$ cat src/rtl/mc_ctrl_pkg.sv
// mc_ctrl_pkg: shared states, instruction classes, opcodes and ALU codes for mc_ctrl_fsm
package mc_ctrl_pkg;
  typedef enum logic [3:0] {
    S_IDLE, S_FETCH, S_DECODE, S_NOP, S_ALU_EXEC, S_ALU_IMM, S_ALU_LI,
    S_ALU_WB, S_MEM_ADDR, S_MEM_RD, S_MEM_WR, S_BR_CMP, S_BR_TAKE, S_TRAP
  } state_e;
  typedef enum logic [3:0] {
    CL_NOP, CL_BEQ, CL_BNE, CL_B, CL_RALU, CL_IMM, CL_LI, CL_LOAD, CL_STORE, CL_ILLEGAL
  } cls_e;
  localparam logic [5:0] OP_BEQ  = 6'h00;
  localparam logic [5:0] OP_BNE  = 6'h01;
  localparam logic [5:0] OP_B    = 6'h3F;
  localparam logic [5:0] OP_RALU = 6'h20;
  localparam logic [5:0] OP_IMM0 = 6'h30;
  localparam logic [5:0] OP_IMM1 = 6'h32;
  localparam logic [5:0] OP_IMM2 = 6'h33;
  localparam logic [5:0] OP_LI0  = 6'h38;
  localparam logic [5:0] OP_LI1  = 6'h39;
  localparam logic [5:0] OP_LD0  = 6'h03;
  localparam logic [5:0] OP_LD1  = 6'h0F;
  localparam logic [5:0] OP_ST0  = 6'h07;
  localparam logic [5:0] OP_ST1  = 6'h1F;
  localparam logic [3:0] ALU_ADD = 4'd0;
  localparam logic [3:0] ALU_SUB = 4'd1;
endpackage

$ cat src/rtl/mc_ctrl_decode.sv
// mc_ctrl_decode: combinational instruction classifier
// Ports: instr_i (instruction), cls_o (instruction class), illegal_o (unknown opcode)
module mc_ctrl_decode
  import mc_ctrl_pkg::*;
#(
  parameter int INSTR_W = 32
) (
  input  logic [INSTR_W-1:0] instr_i,
  output cls_e               cls_o,
  output logic               illegal_o
);
  logic [5:0] op;
  assign op = instr_i[INSTR_W-1 -: 6];
  always_comb begin
    cls_o = CL_ILLEGAL;
    if (instr_i == '0) cls_o = CL_NOP;
    else
      case (op)
        OP_BEQ:                    cls_o = CL_BEQ;
        OP_BNE:                    cls_o = CL_BNE;
        OP_B:                      cls_o = CL_B;
        OP_RALU:                   cls_o = CL_RALU;
        OP_IMM0, OP_IMM1, OP_IMM2: cls_o = CL_IMM;
        OP_LI0, OP_LI1:            cls_o = CL_LI;
        OP_LD0, OP_LD1:            cls_o = CL_LOAD;
        OP_ST0, OP_ST1:            cls_o = CL_STORE;
        default:                   cls_o = CL_ILLEGAL;
      endcase
  end
  assign illegal_o = cls_o == CL_ILLEGAL;
endmodule

$ cat src/rtl/mc_ctrl_fsm.sv
// mc_ctrl_fsm: multicycle Moore control unit with memory handshake, NOP padding and sticky trap
// Inputs: clock, reset_n (async active-low), instr, alu_zero, mem_ack
// Outputs: pc_sel, pc_ld_en, rf_wr_en, rf_wr_data_sel, rf_b_sel, alu_bin_sel, alu_func,
//          mem_req, mem_wr_en, instr_ld_en, trap
// CTRL_PERF_CNT_EN adds saturating counters instr_retired and wait_cycles.
module mc_ctrl_fsm
  import mc_ctrl_pkg::*;
#(
  parameter int INSTR_W    = 32,
  parameter int ALU_FUNC_W = 4,
  parameter int NOP_CYCLES = 3,
  parameter int CNT_W      = 32
) (
  input  logic                  clock,
  input  logic                  reset_n,
  input  logic [INSTR_W-1:0]    instr,
  input  logic                  alu_zero,
  input  logic                  mem_ack,
  output logic                  pc_sel,
  output logic                  pc_ld_en,
  output logic                  rf_wr_en,
  output logic                  rf_wr_data_sel,
  output logic                  rf_b_sel,
  output logic                  alu_bin_sel,
  output logic [ALU_FUNC_W-1:0] alu_func,
  output logic                  mem_req,
  output logic                  mem_wr_en,
  output logic                  instr_ld_en,
  output logic                  trap
`ifdef CTRL_PERF_CNT_EN
  ,
  output logic [CNT_W-1:0]      instr_retired,
  output logic [CNT_W-1:0]      wait_cycles
`endif
);
  localparam logic [3:0] NOP_LAST = 4'(NOP_CYCLES - 1);
  state_e     state_q, state_d;
  logic [3:0] nop_cnt_q, nop_cnt_d;
  cls_e       cls;
  logic       illegal;
  mc_ctrl_decode #(.INSTR_W(INSTR_W)) u_decode (
    .instr_i   (instr),
    .cls_o     (cls),
    .illegal_o (illegal)
  );
  always_ff @(posedge clock or negedge reset_n)
    if (!reset_n) begin
      state_q   <= S_IDLE;
      nop_cnt_q <= '0;
    end else begin
      state_q   <= state_d;
      nop_cnt_q <= nop_cnt_d;
    end
  always_comb begin
    state_d        = state_q;
    nop_cnt_d      = nop_cnt_q;
    pc_sel         = 1'b0;
    pc_ld_en       = 1'b0;
    rf_wr_en       = 1'b0;
    rf_wr_data_sel = 1'b0;
    rf_b_sel       = 1'b0;
    alu_bin_sel    = 1'b0;
    alu_func       = ALU_FUNC_W'(ALU_ADD);
    mem_req        = 1'b0;
    mem_wr_en      = 1'b0;
    instr_ld_en    = 1'b0;
    trap           = 1'b0;
    case (state_q)
      S_IDLE: state_d = S_FETCH;
      S_FETCH: begin
        instr_ld_en = 1'b1;
        pc_ld_en    = 1'b1;
        state_d     = S_DECODE;
      end
      S_DECODE: begin
        nop_cnt_d = '0;
        if (illegal) state_d = S_TRAP;
        else
          case (cls)
            CL_NOP:             state_d = S_NOP;
            CL_RALU:            state_d = S_ALU_EXEC;
            CL_IMM:             state_d = S_ALU_IMM;
            CL_LI:              state_d = S_ALU_LI;
            CL_LOAD, CL_STORE:  state_d = S_MEM_ADDR;
            CL_BEQ, CL_BNE:     state_d = S_BR_CMP;
            CL_B:               state_d = S_BR_TAKE;
            default:            state_d = S_TRAP;
          endcase
      end
      S_NOP: begin
        state_d   = (nop_cnt_q == NOP_LAST) ? S_FETCH : S_NOP;
        nop_cnt_d = (nop_cnt_q == NOP_LAST) ? '0 : nop_cnt_q + 4'd1;
      end
      S_ALU_EXEC: begin
        alu_func = ALU_FUNC_W'(instr[3:0]);
        state_d  = S_ALU_WB;
      end
      S_ALU_IMM: begin
        alu_bin_sel = 1'b1;
        rf_b_sel    = 1'b1;
        alu_func    = ALU_FUNC_W'(instr[29:26]);
        state_d     = S_ALU_WB;
      end
      S_ALU_LI: begin
        alu_bin_sel = 1'b1;
        state_d     = S_ALU_WB;
      end
      S_ALU_WB: begin
        // instr is stable here, so the class recreates the previous cycle's ALU selects
        rf_wr_en    = 1'b1;
        alu_bin_sel = cls != CL_RALU;
        rf_b_sel    = cls == CL_IMM;
        alu_func    = cls == CL_RALU ? ALU_FUNC_W'(instr[3:0]) :
                      cls == CL_IMM  ? ALU_FUNC_W'(instr[29:26]) : ALU_FUNC_W'(ALU_ADD);
        state_d     = S_FETCH;
      end
      S_MEM_ADDR: begin
        alu_bin_sel = 1'b1;
        state_d     = cls == CL_LOAD ? S_MEM_RD : S_MEM_WR;
      end
      S_MEM_RD: begin
        mem_req        = 1'b1;
        rf_wr_data_sel = 1'b1;
        rf_b_sel       = 1'b1;
        rf_wr_en       = mem_ack;
        state_d        = mem_ack ? S_FETCH : S_MEM_RD;
      end
      S_MEM_WR: begin
        mem_req   = 1'b1;
        mem_wr_en = 1'b1;
        rf_b_sel  = 1'b1;
        state_d   = mem_ack ? S_FETCH : S_MEM_WR;
      end
      S_BR_CMP: begin
        alu_func = ALU_FUNC_W'(ALU_SUB);
        rf_b_sel = 1'b1;
        state_d  = ((cls == CL_BEQ && alu_zero) || (cls == CL_BNE && !alu_zero)) ? S_BR_TAKE : S_FETCH;
      end
      S_BR_TAKE: begin
        pc_sel   = 1'b1;
        pc_ld_en = 1'b1;
        state_d  = S_FETCH;
      end
      S_TRAP: trap = 1'b1;
      default: state_d = S_IDLE;
    endcase
  end
`ifdef CTRL_PERF_CNT_EN
  logic [CNT_W-1:0] retired_q, wait_q;
  always_ff @(posedge clock or negedge reset_n)
    if (!reset_n) begin
      retired_q <= '0;
      wait_q    <= '0;
    end else begin
      if (state_d == S_FETCH && state_q != S_IDLE && !(&retired_q)) retired_q <= retired_q + 1'b1;
      if ((state_q == S_MEM_RD || state_q == S_MEM_WR) && !mem_ack && !(&wait_q)) wait_q <= wait_q + 1'b1;
    end
  assign instr_retired = retired_q;
  assign wait_cycles   = wait_q;
`endif
endmodule

$ cat config.mk
export PLATFORM = sky130hd
export DESIGN_NAME = mc_ctrl_fsm
export DESIGN_NICKNAME = d
export VERILOG_FILES = /design/src/rtl/mc_ctrl_pkg.sv /design/src/rtl/mc_ctrl_decode.sv /design/src/rtl/mc_ctrl_fsm.sv
export SDC_FILE = /design/constraint.sdc
export NUM_CORES = 1
export LEC_CHECK = 0
export CAP_MARGIN = 10
export CORE_MARGIN = 3
export CORE_UTILIZATION = 45
export DETAILED_ROUTE_END_ITERATION = 12
export PLACE_DENSITY = 0.84
export REMOVE_ABC_BUFFERS = 1
export SYNTH_ARGS = -nofsm -noshare
export SYNTH_HDL_FRONTEND = slang
export SYNTH_HIERARCHICAL = 1
export SYNTH_SLANG_ARGS = --single-unit
$ cat constraint.sdc
create_clock -name clock -period 4 [get_ports clock]
set_clock_uncertainty 0.2 [all_clocks]
set_input_delay 0.6 -clock clock [delete_from_list [all_inputs] [get_ports clock]]
set_output_delay 0.6 -clock clock [all_outputs]
set_load 0.01 [all_outputs]
After elaboration in Yosys (flattened, before gate mapping)

Memories as Yosys holds them, arrays and structs flattened.
Cells that the tools add are included.
W data, S select, Z words.

Register bits after elaboration: 8
ROM bits: 320
Memories kept: 2

Memory list:

| memory          | depth | bits a word | read ports | clocked after Yosys merged registers in | write ports | RTL line             | text |
|---|---|---|---|---|---|---|---|
| (no name shown) | 64    | 4           | 1          | 0                                       | 0           | mc_ctrl_decode.sv:18 | `case (op)` |
| (no name shown) | 16    | 4           | 1          | 0                                       | 0           | mc_ctrl_fsm.sv:79    | `case (cls)` |

$add $sub $neg: 1
Equality and inequality tests: 21
Multiplexer cells: 23
Reduce and logical (&&, ||, !) cells: 13

Operator list:

| cell                  | number |
|---|---|
| $pmux W4 S10          | 1 |
| $logic_not A32 Y1     | 1 |
| $mux W4               | 8 |
| $eq A4 B3 Y1 const B  | 7 |
| $eq A4 B4 Y1 const B  | 7 |
| $eq A4 B2 Y1 const B  | 4 |
| $pmux W4 S4           | 1 |
| $reduce_or A3 Y1      | 3 |
| $eq A4 B1 Y1 const B  | 2 |
| $pmux W4 S2           | 1 |
| $mux W1               | 7 |
| $pmux W1 S2           | 3 |
| $add A4 B1 Y4 const B | 1 |
| $logic_not A4 Y1      | 1 |
| $mux W2               | 2 |
| $ne A4 B3 Y1 const B  | 1 |
| $reduce_or A2 Y1      | 2 |
| $reduce_or A4 Y1      | 1 |
| $logic_and A1 B1 Y1   | 2 |
| $reduce_bool A2 Y1    | 1 |
| $logic_not A1 Y1      | 1 |
| $logic_or A1 B1 Y1    | 1 |

Depth between registers and ports, before layout

Depth after elaboration: 7
Depth in mapped cells: 11
Mapped depth without buffers: 9

Cells and area by module

The synthesis kept the hierarchy.

Modules (own cells, without submodules):

| module         | times used | cells an instance | area an instance (µm²) | seq. area each (µm²) |
|---|---|---|---|---|
| mc_ctrl_fsm    | 1          | 116               | 819.5                  | 200.2 |
| mc_ctrl_decode | 1          | 47                | 312.8                  | 0.0 |

Least setup slack after synthesis

Ideal clock, no wire load.

Path type: input to output
Start point: in instr[31]
End point: out alu_func[0]
Arrival time: 2.412 ns
Path slack: 0.788 ns
Stages: 10
Buffers on the path: 1
Cells stage by stage: buf_4 > or3b_1 > nand3_1 > a31oi_1 > o32ai_1 > inv_2 > nor3_2 > a21oi_1 > nor3_1 > a221o_1

Word-level cells in the longest chain between the ends: 6

RTL lines:

| item                                                | RTL line             | text |
|---|---|---|
| start: declaration                                  | mc_ctrl_fsm.sv:16    | `input logic [INSTR_W-1:0] instr,` |
| $mem_v2 Z64 W4 or $logic_not A32 Y1 (tied branches) | -                    |  |
| $mux W4 (*)                                         | mc_ctrl_decode.sv:16 | `if (instr_i == '0) cls_o = CL_NOP;` |
| net cls[2]                                          | mc_ctrl_fsm.sv:39    | `cls_e cls;` |
| $eq A4 B3 Y1                                        | mc_ctrl_fsm.sv:114   | `cls == CL_IMM ? ALU_FUNC_W'(instr[29:26]) : ALU_FUNC_W'(ALU_ADD);` |
| $mux W4                                             | mc_ctrl_fsm.sv:114   |  |
| $mux W4 (*)                                         | mc_ctrl_fsm.sv:113   | `alu_func = cls == CL_RALU ? ALU_FUNC_W'(instr[3:0]) :` |
| $pmux W4 S4 (*)                                     | mc_ctrl_fsm.sv:68    | `case (state_q)` |
| end: declaration                                    | mc_ctrl_fsm.sv:25    | `output logic [ALU_FUNC_W-1:0] alu_func,` |

The timed path passes the listed nets; every way through them passes the cells marked *.

Worst setup path after layout

Start point: in instr[28]
End point: out alu_bin_sel

Word-level cells in the longest chain between the ends: 4

RTL lines:

| item                                                | RTL line             | text |
|---|---|---|
| $mem_v2 Z64 W4 or $logic_not A32 Y1 (tied branches) | -                    |  |
| $mux W4 (*)                                         | mc_ctrl_decode.sv:16 |  |
| net cls[0]                                          | mc_ctrl_fsm.sv:39    |  |
| $ne A4 B3 Y1 (*)                                    | mc_ctrl_fsm.sv:111   | `alu_bin_sel = cls != CL_RALU;` |
| $pmux W1 S2 (*)                                     | mc_ctrl_fsm.sv:68    |  |
| end: declaration                                    | mc_ctrl_fsm.sv:24    | `output logic alu_bin_sel,` |

Marks and branches as above.

==> flow_summary.json <==
{
  "rows": 17,
  "syn_to_final_growth_pct": 55.0,
  "ys_seq_area_share_pct": 17.7,
  "yosys.area_share.simple_pct": 38.1,
  "critPathKind": "input port to primary output",
  "slowest_delay_ps": 600,
  "slew_headroom_pct": 59.1,
  "hold_viol": 0,
  "report.final.slew_viol_count": 0,
  "wl_per_cell_um": 15.5,
  "crit_path_frequent_cell": "clkdlybuf4s50_1",
  "die_w_um": 56.2,
  "syn_inst": 163,
  "synth_seq_cells": 8,
  "fin_worst_hold_slack_ps": 336,
  "cts_root_buf": "clkbuf_4",
  "async_flop_share_pct": 100,
  "initial_core_util_pct": 49.3,
  "die_area_sq_um": 3150,
  "htree_levels": 1,
  "cts_tree": "yes",
  "r2r_end": "nop_cnt_q[3]",
  "core_sq_um": 2300,
  "cp_cell_sequence": "clkdlybuf4s50_1 -> buf_4 -> a31oi_1 -> o32ai_2 -> a41oi_1 -> nor2_1 -> a21oi_2 -> nand2_1 -> o31ai_1 -> clkdlybuf4s50_1",
  "p_per_area_nw_per_um2": 416,
  "dr.pass1.iters": 5,
  "grt_pass1_vias": 1367,
  "cp_max_fo": 8,
  "num_antenna_cells": 0,
  "arrival_ps": 2870,
  "max_freq_mhz": 273,
  "io_pins": 50,
  "numCtsBuffers": 3,
  "drtIter0Drc": 52,
  "path_clk_slew_ps": 50,
  "synth-edff-count": 0,
  "finalWorstSetupSlack_ps": 333,
  "setup_viol": 0,
  "finalSetupTns_ps": 0,
  "cp_slowest_cell": "clkdlybuf4s50_1",
  "cp-start-kind": "input port",
  "drc": 0,
  "detail-route-antenna-nets": 0,
  "die_y_um": 56.2,
  "route.met2.wl_um": 1940,
  "grt_usage_pct": 21.7,
  "antenna_found_initial": 0,
  "grt_max_degree": 21,
  "synth_top_area_share_pct": 17.7,
  "place.gp.congestion": 0.945,
  "crit_path_end_kind": "primary output",
  "via_per_inst": 6.01,
  "layout-drive-gt1-share_pct": 15.6,
  "synthFlopType": "dfrtp_1",
  "power_leakage_uw": 0.000767,
  "timing.critical_path.max_delay_family": "buffers and inverters",
  "overflow": 0,
  "synth.most_common_cell": "nand2_1",
  "cp-startpoint": "instr[28]",
  "post_dp_cell_area_sq_um": 1680,
  "worst_pin_slew_ps": 614,
  "drv_cap": 0,
  "synth_area_leader_cell": "dfrtp_1",
  "vias": 1479,
  "cts_max_path_buffers": 2,
  "synth_cell_types": 49,
  "port_buffers": 49,
  "wl_met1_um": 1540,
  "hold_start": "nop_cnt_q[3]",
  "rr_worst_depth": 3,
  "clk_latency_ps": 250,
  "wirelength_um": 3810,
  "syn_area_sq_um": 1130,
  "max-vdd-ir-drop_uv": 325,
  "avgSynthCellArea_sq_um": 6.95,
  "synth_xor_xnor_area_share_pct": 0.773,
  "synthMuxAreaShare_pct": 0,
  "hpwl_um": 2920,
  "rrSetupSlack_ps": 1970,
  "synth_area_leaders": "dfrtp_1 18%, nand2_1 7.3%, nor2_1 6.3%",
  "min_period_over_period_pct": 91.7,
  "outcome": "finished clean",
  "yosys.area_share.adder_pct": 3.98,
  "critPathCapture": "alu_bin_sel",
  "reg2reg_from": "state_q[1]",
  "top_layer": "met4",
  "stdcell_area_sq_um": 1760,
  "cp_num_buf_inv": 3,
  "grt_setup_unrepaired": "no",
  "synth-compound-area-share_pct": 28.5,
  "synthTopCellsByCount": "22 x nand2_1, 19 x nor2_1, 11 x nor3_1",
  "grt_first_pass_wirelength_um": 5730,
  "yosysWarningCount": 6,
  "fin_nets": 258,
  "synth_top_family_by_area": "simple AND/OR/NAND/NOR gates",
  "period_minus_slack_ps": 3670,
  "cp.required_ps": 3200,
  "place_ws_ps": -117,
  "routed-wl-met3_um": 248,
  "hold_class": "flip-flop to flip-flop",
  "cts.sinks": 8,
  "cp.depth": 10
}
worst min path at each step:
stage / to / slack [ps] / cells after the start
finish: nop_cnt_q[3] / 340 / 1
global route: nop_cnt_q[3] / 340 / 1
CTS: nop_cnt_q[3] / 330 / 1
detailed placement: nop_cnt_q[3] / 320 / 1
global placement: nop_cnt_q[3] / 270 / 1
floorplan: nop_cnt_q[0] / 100 / 0
state kept, by name, summed over array words and instances, names as in the netlist:
| signal | cells |
|---|---|
| nop_cnt_q | 4 |
| state_q | 4 |
through the flow:
stage | utilization, % | power [uW] | cells
final | 76.4 | 731 | 246
after global placement | 73.0 | 642 | 242
after detailed placement | 73.0 | 664 | 242
after CTS | 74.0 | 725 | 245
after global routing | 76.4 | 794 | 246
after floorplan | - | 449 | 150
logic make-up after synthesis:
logic type / count (synthesis)
AOI/OAI and AO/OA: 45
xor gates and xnor gates: 1
adders and majority gates: 4
buffers and inverters: 21
DFF: 8
and+or+nand+nor: 84
layout make-up:
| type | instances | area [sq um] |
|---|---|---|
| flip-flops and latches | 8 | 200 |
| fillers | 177 | 542 |
| multi-input cells | 134 | 850 |
| clock buffers | 3 | 22.5 |
| inverters | 8 | 30.0 |
| well taps | 28 | 35.0 |
| repair buffers | 65 | 618 |
timing repair:
| item | in CTS | in global routing |
|---|---|---|
| resized for setup | 4 | 14 |
| buffers inserted | 0 | 1 |
| pin swaps | 0 | 3 |
| setup endpoints to repair | 5 | 5 |
| hold buffers | 0 | 0 |
placed cells by master, fill, tap and decap left out, drive strengths merged, types with 3 or more instances in the layout:
cell type,count
clkdlybuf4s50,40
o21ai,8
nand2,23
a21oi,9
buf,16
nor3,12
nor2,19
inv,8
clkbuf,4
nor4,7
nor3b,4
nand2b,4
dlymetal6s2s,6
o311ai,3
nand3,5
a22o,3
dfrtp,8
per-layer routing:
metal  up-vias  GRT usage [%]
li1        719              -
met1       683           27.1
met2        69           38.4
met3         8           3.02
met4         0           6.10
met5         -              0
worst register-to-register path, stage by stage, from the launching register on:
cell	delay, ps
dfrtp_1	730
nand2_2	170
or4_4	550
o31ai_1	280
where the power goes:
group          total, uW  internal (uW)  switching, uW
sequential           198            111           86.5
combinational        471            240            232
clock               61.3           34.3           27.0
total                731            385            345
Note: power is estimated with default switching activity, not from simulation.
